`src/rtl/pipe_collision_ctrl.sv`:
```
// ---------------------------------------------------------------------------
// pipe_collision_ctrl
//
// Game-logic stage that sits after the tick counter. Every change of the
// 4-bit tick count to a non-zero value is one scroll step for the pipe. The
// block respawns the pipe with a pseudo-random gap height, checks the box
// against the pipe and the floor, keeps the score, and reports the game state.
//
// Ports:
//   CLOCK_50        in   1  system clock
//   resetn          in   1  asynchronous active-low reset
//   current_number  in   4  tick count from the clock stage (0..10, wraps to 0)
//   key_press       in   1  start/restart key, active high, level
//   box_y           in   7  box top y (0 = top of screen)
//   pipe_x          out  8  pipe left x
//   gap_y           out  7  gap top y
//   collided        out  1  high while in CRASH; freezes the tick counter
//   score           out  8  pipes passed, saturating at 255
//   game_state      out  2  0 = IDLE, 1 = RUN, 2 = CRASH (FSM state, unmodified)
// ---------------------------------------------------------------------------
module pipe_collision_ctrl #(
    parameter int SCREEN_W = 160,
    parameter int SCREEN_H = 120,
    parameter int PIPE_W   = 8,
    parameter int GAP_H    = 24,
    parameter int GAP_MIN  = 8,
    parameter int BOX_X    = 20,
    parameter int BOX_W    = 6,
    parameter int BOX_H    = 6,
    parameter int STEP     = 2
) (
    input  logic       CLOCK_50,
    input  logic       resetn,
    input  logic [3:0] current_number,
    input  logic       key_press,
    input  logic [6:0] box_y,
    output logic [7:0] pipe_x,
    output logic [6:0] gap_y,
    output logic       collided,
    output logic [7:0] score,
    output logic [1:0] game_state
);

    typedef enum logic [1:0] {
        ST_IDLE  = 2'd0,
        ST_RUN   = 2'd1,
        ST_CRASH = 2'd2
    } state_e;

    localparam logic [7:0] PX_INIT   = 8'(SCREEN_W);
    localparam logic [6:0] GY_INIT   = 7'(GAP_MIN + 32);
    localparam logic [7:0] LFSR_INIT = 8'hA5;

    state_e     state_q, state_d;
    logic [7:0] pipe_x_q, pipe_x_d;
    logic [6:0] gap_y_q, gap_y_d;
    logic [7:0] score_q, score_d;
    logic       collided_q, collided_d;
    logic [3:0] prev_number_q, prev_number_d;
    logic [7:0] lfsr_q, lfsr_d;

    logic       step;
    logic       hit_x, hit_y, floor_hit, crash;
    logic [8:0] px9, gy9, by9;

    // Collision terms are widened to 9 bits so pipe_x + PIPE_W and
    // box_y + BOX_H cannot wrap.
    always_comb begin
        px9       = {1'b0, pipe_x_q};
        gy9       = {2'b00, gap_y_q};
        by9       = {2'b00, box_y};
        hit_x     = (px9 <= 9'(BOX_X + BOX_W - 1)) &&
                    ((px9 + 9'(PIPE_W - 1)) >= 9'(BOX_X));
        hit_y     = (by9 < gy9) || ((by9 + 9'(BOX_H)) > (gy9 + 9'(GAP_H)));
        floor_hit = (by9 + 9'(BOX_H)) > 9'(SCREEN_H);
        crash     = (hit_x && hit_y) || floor_hit;
    end

    always_comb begin
        state_d       = state_q;
        pipe_x_d      = pipe_x_q;
        gap_y_d       = gap_y_q;
        score_d       = score_q;
        prev_number_d = current_number;
        // Fibonacci taps 8,6,5,4; free-running so the gap height depends on
        // how long the player took.
        lfsr_d        = {lfsr_q[6:0], lfsr_q[7] ^ lfsr_q[5] ^ lfsr_q[4] ^ lfsr_q[3]};

        // A change to 0 is a counter wrap or an upstream key reset, not a step.
        step = (current_number != prev_number_q) && (current_number != 4'd0);

        case (state_q)
            ST_IDLE: begin
                if (key_press) begin
                    state_d  = ST_RUN;
                    pipe_x_d = PX_INIT;
                    gap_y_d  = GY_INIT;
                    score_d  = 8'd0;
                end
            end
            ST_RUN: begin
                // Crash has priority: the frame that crashed is not scrolled.
                if (crash) begin
                    state_d = ST_CRASH;
                end else if (step) begin
                    if (pipe_x_q >= 8'(STEP)) begin
                        pipe_x_d = pipe_x_q - 8'(STEP);
                    end else begin
                        pipe_x_d = PX_INIT;
                        gap_y_d  = 7'(GAP_MIN) + {1'b0, lfsr_q[5:0]};
                        score_d  = (score_q == 8'hFF) ? score_q : score_q + 8'd1;
                    end
                end
            end
            ST_CRASH: begin
                if (key_press) begin
                    state_d = ST_IDLE;
                end
            end
            default: begin
                state_d = ST_IDLE;
            end
        endcase

        // Registered from the next state so it rises together with CRASH.
        collided_d = (state_d == ST_CRASH);
    end

    always_ff @(posedge CLOCK_50 or negedge resetn) begin
        if (!resetn) begin
            state_q       <= ST_IDLE;
            pipe_x_q      <= PX_INIT;
            gap_y_q       <= GY_INIT;
            score_q       <= 8'd0;
            collided_q    <= 1'b0;
            prev_number_q <= 4'd0;
            lfsr_q        <= LFSR_INIT;
        end else begin
            state_q       <= state_d;
            pipe_x_q      <= pipe_x_d;
            gap_y_q       <= gap_y_d;
            score_q       <= score_d;
            collided_q    <= collided_d;
            prev_number_q <= prev_number_d;
            lfsr_q        <= lfsr_d;
        end
    end

    assign pipe_x     = pipe_x_q;
    assign gap_y      = gap_y_q;
    assign score      = score_q;
    assign collided   = collided_q;
    assign game_state = state_q;

endmodule
```
`config.mk`:
```
export PLATFORM = sky130hd
export DESIGN_NAME = pipe_collision_ctrl
export DESIGN_NICKNAME = d
export VERILOG_FILES = /design/src/rtl/pipe_collision_ctrl.sv
export SDC_FILE = /design/constraint.sdc
export NUM_CORES = 1
export LEC_CHECK = 0
export ABC_AREA = 1
export ABC_CLOCK_PERIOD_IN_PS = 2350
export CAP_MARGIN = 30
export CORE_UTILIZATION = 40
export CTS_CLUSTER_SIZE = 24
export DETAILED_ROUTE_END_ITERATION = 7
export GPL_ROUTABILITY_DRIVEN = 0
export PLACE_DENSITY = 0.67
export SYNTH_ARGS = -nofsm -noshare
export SYNTH_HDL_FRONTEND = slang
export SYNTH_SLANG_ARGS = --single-unit
```
`constraint.sdc`:
```
create_clock -name CLOCK_50 -period 2.35 [get_ports CLOCK_50]
set_clock_uncertainty 0.1 [all_clocks]
set_input_delay 0.235 -clock CLOCK_50 [delete_from_list [all_inputs] [get_ports CLOCK_50]]
set_output_delay 0.235 -clock CLOCK_50 [all_outputs]
set_load 0.01 [all_outputs]
```
==> impl_metrics.tcl <==
set metrics [dict create \
    via_per_inst 4.80 \
    top_usage_layer "met2" \
    worstSetupPathType "flop to flop" \
    synthCells 313 \
    port_buffers 38 \
    drtPass1Iterations 4 \
    syn_area_um2 2460 \
    switching_share_pct 43.9 \
    grt_use_met3_pct 3.07 \
    cts_tree "done" \
    grt_use_met2_pct 30.4 \
    first_global_vias 2063 \
    fp.dieW_um 80.5 \
    cp-startpoint "gap_y[3]" \
    p_seq_share_pct 28.8 \
    synth_flop_cell "dfrtp_1" \
    leakage_uw 0.00161 \
    ant_nets 0 \
    grt_max_degree 38 \
    maxCapViolCount 0 \
    ys_warn_count 0 \
    r2r_end "pipe_x[1]" \
    period_needed_ns 2.43 \
    gr-total-overflow 0 \
    hold_depth 0 \
    totalWireLength_um 5180 \
    period_share_pct 103 \
    initial_core_util_pct 41.6 \
    slew_violations 0 \
    grt_usage_pct 17.8 \
    final_cell_mix "69 x nand2_1, 38 x inv_1, 33 x clkdlybuf4s50_1, 29 x nor2_1, 29 x dfrtp_1" \
    clk_pin_slew_ns 0.07 \
    io_pins 40 \
    max_slew_margin_pct 46.0 \
    setup_ws_ns -0.0807 \
    synth_seq_area_share_pct 38.0 \
    rsz0062_at_grt "true" \
    drt_iter0_drc 53 \
    hold_viol 0 \
    fmax_mhz 411 \
    violations "negative setup slack" \
    die-area_um2 6480 \
    rr_startpoint "gap_y[3]" \
    cp.arrival_ns 2.51 \
    required_ns 2.43 \
    worstMarginPinSlew_ns 0.809 \
    dp.cells 438 \
    clock_sinks 37 \
    use_met1_pct 23.0 \
    syn_nets 347 \
    cts_buffers 5 \
    drc 0 \
    vias 2174 \
    drive_gt1_share_pct 22.5 \
    r2r_cells 17 \
    power.switching_uw 1380 \
    worstSetupEndpointType "flop" \
    clock_latency_ns 0.29 \
    async_flop_share_pct 100 \
    pre_cts_ws_ns -0.517 \
    rows 28 \
    htree_num_levels 2 \
    diodes 0 \
    cts_buffer_depth 2 \
    critPathLaunchType "flop" \
    grt_pass1_wl_um 9000 \
    setup_viol 18 \
    antenna_found_initial 0 \
    crit_fanout 6 \
    combPwrFrac_pct 57.8 \
    p_int_uw 1770 \
    final_nets 411 \
    ys_seq_elements 37 \
    dp.final_hpwl_um 3880 \
    synth_edf_count 0 \
    cts_root_buffer "clkbuf_8" \
    peakVddDrop_v 0.000489 \
    syn2layout_area_growth_pct 33.6 \
    p_per_area_nw_per_um2 957 \
    post_drt_wl_per_cell_um 11.4 \
    cp-endpoint "pipe_x[1]" \
    power.share.clock_pct 13.3 \
    avgSynthCellArea_um2 7.87 \
    core-area_um2 5920 \
    hold_path.class "flop to flop" \
    yosysUniqueCellTypes 34 \
    final_cells 453 \
    layout_commonest_cell "nand2_1" \
    reg2reg_slack_ns -0.08 \
    die_h_um 80.5 \
    post-route-util_pct 55.6 \
    status "finished, violations left" \
]
-- registers in the layout, indices dropped and copies added (netlist names) --
name           cells
lfsr_q             8
score              8
gap_y              7
pipe_x             7
prev_number_q      4
game_state         2
collided           1
-- metrics by stage --
step / hold WS, ns / total power, µW / setup TNS, ns / instance area (µm²)
2_1_floorplan: -0.161 / 2060 / 0 / 2490
3_3_place_gp: 0.239 / 2560 / -10.65 / 3040
3_5_place_dp: 0.247 / 2590 / -11.53 / 3040
4_1_cts: 0.265 / 3130 / -1.06 / 3230
5_1_grt: 0.278 / 3430 / -3.88 / 3290
6_report: 0.261 / 3150 / -0.656 / 3290
-- per-layer routing --
metal,up-vias,share of wire (%)
met3,4,3.4
met4,0,0.83
met5,-,0
met2,35,49
li1,1131,-
met1,1004,47
-- cells in the mapped netlist, types with 6 or more instances --
cell / n / share of area [%]
ha_1: 20 / 10
nor3_1: 7 / 1.4
nand2_1: 79 / 12
nand3_1: 26 / 5.3
o21ai_2: 6 / 2.1
a21oi_1: 10 / 2.0
dfrtp_1: 29 / 29
nand4_1: 6 / 1.5
xor2_1: 10 / 3.6
inv_1: 41 / 6.2
nor2_1: 31 / 4.7
dfstp_2: 8 / 8.5
-- logic make-up after synthesis --
family	share of synthesized area (%)
and+or+nand+nor	30.4
other	0.152
adders and majority gates	10.2
xor gates and xnor gates	5.33
buffers and inverters	8.12
AOI/OAI and AO/OA	7.92
DFF	38.0
-- power groups by stage --
stage,clock (µW),combinational [µW],sequential [µW]
2_1_floorplan,0,1120,947
3_3_place_gp,0,1650,913
3_5_place_dp,0,1680,913
4_1_cts,432,1790,908
5_1_grt,460,2050,926
6_report,420,1820,908
-- worst max-delay path: stages (launching register included) --
cell and delay, ns:
dfstp_2 0.56, inv_2 0.06, ha_4 0.16, nor2_1 0.09, nand2_1 0.09, ha_4 0.29
inv_2 0.03, nor2_2 0.11, nand4_1 0.09, nand3_1 0.08, nand2_1 0.05, nand2_1 0.06
nand2_2 0.06, nand2_2 0.08, nand2_4 0.10, buf_12 0.14, nand3_4 0.10, o21ai_2 0.07
-- layout make-up --
type	count	area (µm²)
sequential	37	936
fill	563	2630
clock inverter	2	10.0
timing repair buffer	61	569
clock buffer	6	72.6
inverter	43	161
multi-input combinational	229	1450
tap	75	93.8
-- worst min-delay path by stage --
| stage | startpoint | end | slack, ns |
|---|---|---|---|
| 2_1_floorplan | resetn | collided | -0.16 |
| 3_3_place_gp | lfsr_q[6] | lfsr_q[7] | 0.24 |
| 3_5_place_dp | lfsr_q[6] | lfsr_q[7] | 0.25 |
| 4_1_cts | lfsr_q[6] | lfsr_q[7] | 0.26 |
| 5_1_grt | lfsr_q[6] | lfsr_q[7] | 0.28 |
| 6_report | lfsr_q[6] | lfsr_q[7] | 0.26 |
-- repair_timing --
action / CTS / global route
gates cloned: 1 / 0
endpoints found under the hold margin: 29 / 0
hold buffers: 1 / 0
setup endpoints to repair: 24 / 24
gates resized for setup: 17 / 12
pin swaps: 11 / 13
buffers inserted: 3 / 2
Power figures use the tool's default switching activity.
